<file path="config.mk">
export PLATFORM = sky130hd
export DESIGN_NAME = vram_dma
export DESIGN_NICKNAME = d
export VERILOG_FILES = /design/src/rtl/vram_dma.sv
export SDC_FILE = /design/constraint.sdc
export NUM_CORES = 1
export LEC_CHECK = 0
export ABC_CLOCK_PERIOD_IN_PS = 2850
export BUFFER_PORTS_ARGS = -buffer_cell sky130_fd_sc_hd__clkbuf_2
export CORE_UTILIZATION = 32
export CTS_BUF_LIST = sky130_fd_sc_hd__clkbuf_16
export DETAILED_ROUTE_END_ITERATION = 16
export PLACE_DENSITY_LB_ADDON = 0.15
export SLEW_MARGIN = 20
export SYNTH_ARGS = -nofsm -noshare
export SYNTH_HDL_FRONTEND = slang
export SYNTH_SLANG_ARGS = --single-unit
</file>
<file path="constraint.sdc">
create_clock -name clk -period 2.85 [get_ports clk]
set_input_delay 0.57 -clock clk [delete_from_list [all_inputs] [get_ports clk]]
set_output_delay 0.57 -clock clk [all_outputs]
set_load 0.1 [all_outputs]
</file>
<file path="src/rtl/vram_dma.sv">
// vram_dma: sprite-RAM DMA engine sitting between the CPU and the memory bus.
// While idle it passes CPU accesses through to the memory controller. A CPU
// write to the length register starts a block copy: each word is read from
// src, captured, and written to dst, with src/dst incrementing modulo 2^16.
// The CPU is stalled for the whole transfer.
//
// Optional feature macro: VRAM_DMA_VBLANK_WAIT_EN
//   When defined, reads only start while vbright is low (vertical blank);
//   the FSM parks in ARM while vbright is high.
//
// Ports:
//   clk, rst           clock, asynchronous active-low reset
//   cpu_memaddr/cpu_memwrite/cpu_writedata  CPU bus request
//   cpu_memdata        read data to CPU (STATUS register or memory data)
//   cpu_stall          high while a transfer owns the bus
//   memaddr/memwrite/writedata  bus to memory controller
//   memdata            read data from memory (one cycle after address)
//   vbright            high during the visible vertical region
module vram_dma #(
  parameter logic [15:0] SRC_REG_ADDR    = 16'h4804,
  parameter logic [15:0] DST_REG_ADDR    = 16'h4805,
  parameter logic [15:0] LEN_REG_ADDR    = 16'h4806,
  parameter logic [15:0] STATUS_REG_ADDR = 16'h4807
) (
  input  logic        clk,
  input  logic        rst,
  input  logic [15:0] cpu_memaddr,
  input  logic        cpu_memwrite,
  input  logic [15:0] cpu_writedata,
  output logic [15:0] cpu_memdata,
  output logic        cpu_stall,
  output logic [15:0] memaddr,
  output logic        memwrite,
  output logic [15:0] writedata,
  input  logic [15:0] memdata,
  input  logic        vbright
);

  typedef enum logic [2:0] {IDLE, ARM, RD, CAP, WR} state_t;

  state_t      state;
  logic [15:0] src;
  logic [15:0] dst;
  logic [15:0] count;
  logic [15:0] data;
  logic        busy;
  logic        is_reg;
  logic        go_rd;

  assign busy   = (state != IDLE);
  assign is_reg = (cpu_memaddr == SRC_REG_ADDR) || (cpu_memaddr == DST_REG_ADDR) ||
                  (cpu_memaddr == LEN_REG_ADDR) || (cpu_memaddr == STATUS_REG_ADDR);

`ifdef VRAM_DMA_VBLANK_WAIT_EN
  // Reads may only begin outside the visible region.
  assign go_rd = !vbright;
`else
  logic unused_vbright;
  assign unused_vbright = vbright;
  assign go_rd = 1'b1;
`endif

  always_ff @(posedge clk or negedge rst) begin
    if (!rst) begin
      state <= IDLE;
      src   <= '0;
      dst   <= '0;
      count <= '0;
      data  <= '0;
    end else begin
      case (state)
        IDLE: begin
          if (cpu_memwrite) begin
            if (cpu_memaddr == SRC_REG_ADDR) src <= cpu_writedata;
            if (cpu_memaddr == DST_REG_ADDR) dst <= cpu_writedata;
            if (cpu_memaddr == LEN_REG_ADDR && cpu_writedata != '0) begin
              count <= cpu_writedata;
              state <= ARM;
            end
          end
        end
        ARM: if (go_rd) state <= RD;
        RD:  state <= CAP;
        CAP: begin
          // Memory returns the RD-cycle address during CAP.
          data  <= memdata;
          state <= WR;
        end
        WR: begin
          src   <= src + 16'd1;
          dst   <= dst + 16'd1;
          count <= count - 16'd1;
          // A gated gap between words reuses ARM as the wait state.
          if (count == 16'd1) state <= IDLE;
          else if (go_rd)     state <= RD;
          else                state <= ARM;
        end
        default: state <= IDLE;
      endcase
    end
  end

  always_comb begin
    memaddr   = cpu_memaddr;
    memwrite  = cpu_memwrite && !is_reg;
    writedata = cpu_writedata;
    case (state)
      ARM, RD, CAP: begin
        memaddr   = src;
        memwrite  = 1'b0;
        writedata = data;
      end
      WR: begin
        memaddr   = dst;
        memwrite  = 1'b1;
        writedata = data;
      end
      default: ;
    endcase
  end

  assign cpu_stall   = busy;
  assign cpu_memdata = (cpu_memaddr == STATUS_REG_ADDR) ? {15'b0, busy} : memdata;

endmodule

</file>
# Yosys cells after proc, flatten, opt, wreduce, memory -nomap -nowiden
# Index checks and enable logic that the tools add are counted.
[totals]
reg_bits = 67
latchBits = 0
ramBits = 0
mem_bits_ro = 0
out_inout_bits = 50
n_memories = 0
[op_classes]
add_sub_neg = 3
n_mul = 0
div_mod_pow = 0
order_cmp = 0
eq_ne = 13
shift = 0
mux = 17
n_bitwise = 0
n_reduce_logical = 16
[op_table]
columns = ["operator", "n"]
rows = [
  ["2-to-1 mux 16 bit", 8],
  ["case mux 16 bit (2 select lines)", 4],
  ["== test 16 x 15 -> 1 bit, second input constant", 4],
  ["adder 16 x 1 -> 16 bit, second input constant", 2],
  ["== test 16 x 1 -> 1 bit, second input constant", 1],
  ["nonzero test 16 bit", 1],
  ["subtractor 16 x 1 -> 16 bit, second input constant", 1],
  ["case mux 3 bit (5 select lines)", 1],
  ["AND reduction 3 bit", 3],
  ["!= test 2 bit, second input constant", 4],
  ["== test 3 x 2 -> 1 bit, second input constant", 2],
  ["2-to-1 mux 3 bit", 2],
  ["OR reduction 4 bit", 1],
  ["== test 3 x 1 -> 1 bit, second input constant", 1],
  ["== test 3 bit, second input constant", 1],
  ["logical NOT 3 bit", 1],
  ["logical OR 1 bit", 3],
  ["nonzero test 3 bit", 1],
  ["OR reduction 3 bit", 1],
  ["logical AND 1 bit", 2],
  ["2-to-1 mux 2 bit", 1],
  ["case mux 1 bit (2 select lines)", 1],
  ["AND reduction 2 bit", 1],
  ["nonzero test 2 bit", 1],
  ["logical NOT 1 bit", 1],
]

# Longest topological paths before layout
[depth]
ltp_word = 7
ltp_mapped = 9
depth_no_buf = 7

# Worst setup path after synthesis
# OpenSTA, ideal clock, no wires.
[synth_timing]
path_type = "input to output"
startpoint = "input port cpu_memaddr[15]"
endpoint = "output port cpu_memdata[0]"
arrival_time_ns = 3.728
path_slack_ns = -1.448
path_stages = 6
path_cell_list = "nor4b_1 -> and4_1 -> buf_2 -> nand3_1 -> clkbuf_1 -> o21ai_0"
[synth_between]
elab_chain_cells = 2
[synth_lines]
columns = ["item", "line", "rtl"]
rows = [
  ["start: declaration", "27", "input logic [15:0] cpu_memaddr,"],
  ["== test 16 x 15 -> 1 bit", "123", "assign cpu_memdata = (cpu_memaddr == STATUS_REG_ADDR) ? {15'b0, busy} : memdata;"],
  ["2-to-1 mux 16 bit", "123", ""],
  ["end: declaration", "30", "output logic [15:0] cpu_memdata,"],
]
# No other way between the ends.

# Worst setup path in the final report
[layout_timing]
startpoint = "register state[1]"
endpoint = "output port memaddr[2]"
[layout_between]
elab_chain_cells = 3
[layout_lines]
columns = ["item", "line", "rtl"]
rows = [
  ["start: declaration", "41", "state_t state;"],
  ["start signal: assignment", "65", "state <= IDLE;"],
  ["start signal: assignment", "78", "state <= ARM;"],
  ["start signal: assignment", "82", "ARM: if (go_rd) state <= RD;"],
  ["== test 3 x 1 -> 1 bit or == test 3 x 2 -> 1 bit (tied branches)", "107", "case (state)"],
  ["OR reduction 3 bit", "107", ""],
  ["case mux 16 bit (2 select lines) (*)", "107", ""],
  ["end: declaration", "32", "output logic [15:0] memaddr,"],
]
# Mark *: on every way between the ends. The rest lies on a longest branch, timed or not.

==> flow_summary_export.csv <==
group,metric,value,unit
setup_path,critPathMaxFanout,54,
sta,rsz0062_at_grt,"false",
clock_network,cts_buffers,9,
clock_network,clk_latency,340,ps
global_route,grt_overflow,0,
setup_path,max_stage_delay,410,ps
job,maxCapViolations,0,
global_route,grt_max_degree,55,
global_route,grt_busiest_layer,"met2",
detailed_routing,drc,0,
setup_path,worst_setup_path_end_kind,"primary output",
logic_synthesis,syn_area,4750,um2
sta,max-slew-margin-rel,0.500,
global_route,grtUsageMet1,0.346,
sta,setup_viol,0,
global_route,grt_pass1_vias,4763,
finish,drive_above_1_share,0.274,
detailed_routing,dr_total_vias,4968,
sta,min_period_over_period,0.964,
finish,fin_util,0.467,
logic_synthesis,synth_largest_area_cell,"dfrtp_1",
clock_network,clkTransAtPathRegs,60,ps
logic_synthesis,async_reset_ff_frac,1.00,
place,io_buffers,100,
global_route,grt.total_usage,0.240,
clock_network,clockBufferDepth,2,
global_route,grt_use_met2,0.362,
place,place_ws,137,ps
sta,hold_viol,0,
detailed_routing,drtIter0Drc,522,
logic_synthesis,synth.distinct_cells,65,
global_route,grt_pass1_wl,27100,um
detailed_routing,wl,17400,um
setup_path,crit_type,"reg2out",
setup_path,critPathArrivalTime,2180,ps
logic_synthesis,synth_top_cell_area_share,0.353,
die,rows,44,
logic_synthesis,syn_inst,588,
worst_hold_path,min_path_type,"in2async",
logic_synthesis,synth.net_count,644,
sta,slew_violations,0,
sta,setup_ws,104,ps
die,core_area,14500,um2
run_status,status,"finished, final reports clean",
logic_synthesis,synth_seq_cells,67,
finish,fin_nets,748,
clock_network,htree_levels,3,
clock_network,cts_tree,"yes",
finish,antenna_cells,0,
setup_path,cp-start-kind,"register",
place,dp_hpwl,12800,um
die,fp.dieH,124,um
finish,seq_area,1680,um2
setup_path,worstPathRequired,2280,ps
global_route,grtUsageMet3,0.0563,
global_route,antenna_found_initial,0,
detailed_routing,avgRoutedWirePerCell,19.8,um
die,start_util,0.328,
place,gp_congestion,0.869,
finish,multi_input_area,3030,um2
finish,area_growth,42.4,%
sta,fin_skew,6.67,ps
sta,whs,282,ps
logic_synthesis,ys.flop_type,"dfrtp_1",
die,dieArea,15300,um2
setup_path,slowest_stage,"dfrtp_1",
logic_synthesis,yosysWarnings,0,
die,die_w,124,um
detailed_routing,routed_via_density,5.65,
die,ios,102,
clock_network,cts-root-buf,"clkbuf_16",
sta,clock.fmax,0.364,GHz
clock_network,post_cts_buffers,0,
setup_path,path_cells,"nor2_4, buf_6, nand2_1, and3_1, a31oi_4, buf_12",
detailed_routing,drt_first_pass_iters,5,
sta,min_period,2750,ps
clock_network,clock-sinks,67,
detailed_routing,ant_nets,0,
finish,fillCellCount,1407,
logic_synthesis,yosys-top-cells-area,"dfrtp_1 (35%), nand2_1 (11%), mux2i_1 (5.3%)",
sta,tightest_slew,750,ps
sta,fin_tns_setup,0,ps
logic_synthesis,yosysSeqAreaShare,0.353,
logic_synthesis,syn_area_per_cell,8.07,um2
logic_synthesis,synth_edf_count,0,
[cell type report]
class	instances	area share
clock buffer	9	0.0333
clock inverter	6	0.00389
sequential	67	0.248
timing repair buffer	132	0.227
tap	184	0.0340
multi-input combinational	472	0.449
inverter	10	0.00555
[Yosys cell counts, types with 3 or more instances]
master     number
o2bb2ai_1       3
nor3_1         15
buf_2           8
xnor2_1         5
nor3b_1         3
nand2_1       141
nand4_1        10
a311oi_1        3
or3_1           3
a32oi_1         6
o21ai_0        22
nand3_1        21
and2_1         19
nor2_1         39
dfrtp_1        67
clkbuf_1       24
o22ai_1         5
a21oi_1        17
o32ai_1         3
and3_1         24
o21a_1          4
a221oi_1        5
ha_1            4
inv_1           9
a211oi_1        8
mux2_2         13
nor4_1          6
a22oi_1         6
nor4b_1         4
mux2i_1        25
a31oi_1        19
clkbuf_8        4
[layer usage]
layer  up-vias  wire (um)
met4         0        229
met1      2426       7870
met3        20       1400
li1       2343          -
met2       179       7960
met5         -          0
[cells in the final DEF (no fill, tap or decap), types with 4 or more instances in the layout]
cell type and count:
inv_1 11, clkbuf_2 49, a31oi_4 10, nor4_1 6
and3_1 24, xnor2_1 4, mux2_2 13, buf_4 28
a31oi_1 5, nand4_1 10, nor2_1 38, and2_1 19
a31oi_2 4, o21ai_2 4, a32oi_1 6, nor4b_1 4
mux2i_1 25, nor3_1 15, a21oi_1 17, clkbuf_16 9
dfrtp_1 67, a22oi_1 6, o22ai_1 5, o21ai_0 18
nand2_1 141, a211oi_1 8, o21a_1 4, buf_12 53
nand3_1 21, ha_1 4, a221oi_1 5
[sequential cells by signal, summed over array words and instances, names as in the netlist]
signal	cells
src	16
dst	16
count	16
data	16
state	3
[path summary, 6_finish.rpt]
path,start,end,slack (ps),depth (start not counted)
min,rst,dst[5],280,1
max,state[1],memaddr[2],100,6
min reg2reg,data[8],data[8],470,2
max in group asynchronous,rst,count[13],1880,2
max reg2reg,state[1],src[9],650,6
min in group clk,memdata[13],data[13],430,3
[cell families after synthesis]
| group | Yosys count | share of synthesized area |
|---|---|---|
| simple gates | 301 | 0.309 |
| compound gates | 122 | 0.177 |
| flops | 67 | 0.353 |
| buf+inv | 49 | 0.0532 |
| mux | 40 | 0.0883 |
| xor+xnor | 5 | 0.00922 |
| fa+ha+maj | 4 | 0.0105 |
[per-stage QoR]
stage	cells	cell area, um2
2_1_floorplan	588	4940
6_report	880	6760
4_1_cts	880	6760
3_5_place_dp	865	6490
5_1_grt	880	6760
3_3_place_gp	865	6490
[worst max-delay path: cells and delay by family, from the launching register on]
family | cells | cell delay [ps]
AND/OR/NAND/NOR | 3 | 610
buffers and inverters | 2 | 600
flip-flops | 1 | 410
AO/OA/AOI/OAI | 1 | 190
[timing repair]
action,CTS,global route
setup endpoints to repair,16,0
hold buffers,0,0
resized for setup,2,0
Power is left out: the tool's default activity adds up to more than one toggle a clock period on the data nets, which glitch-free logic cannot reach.
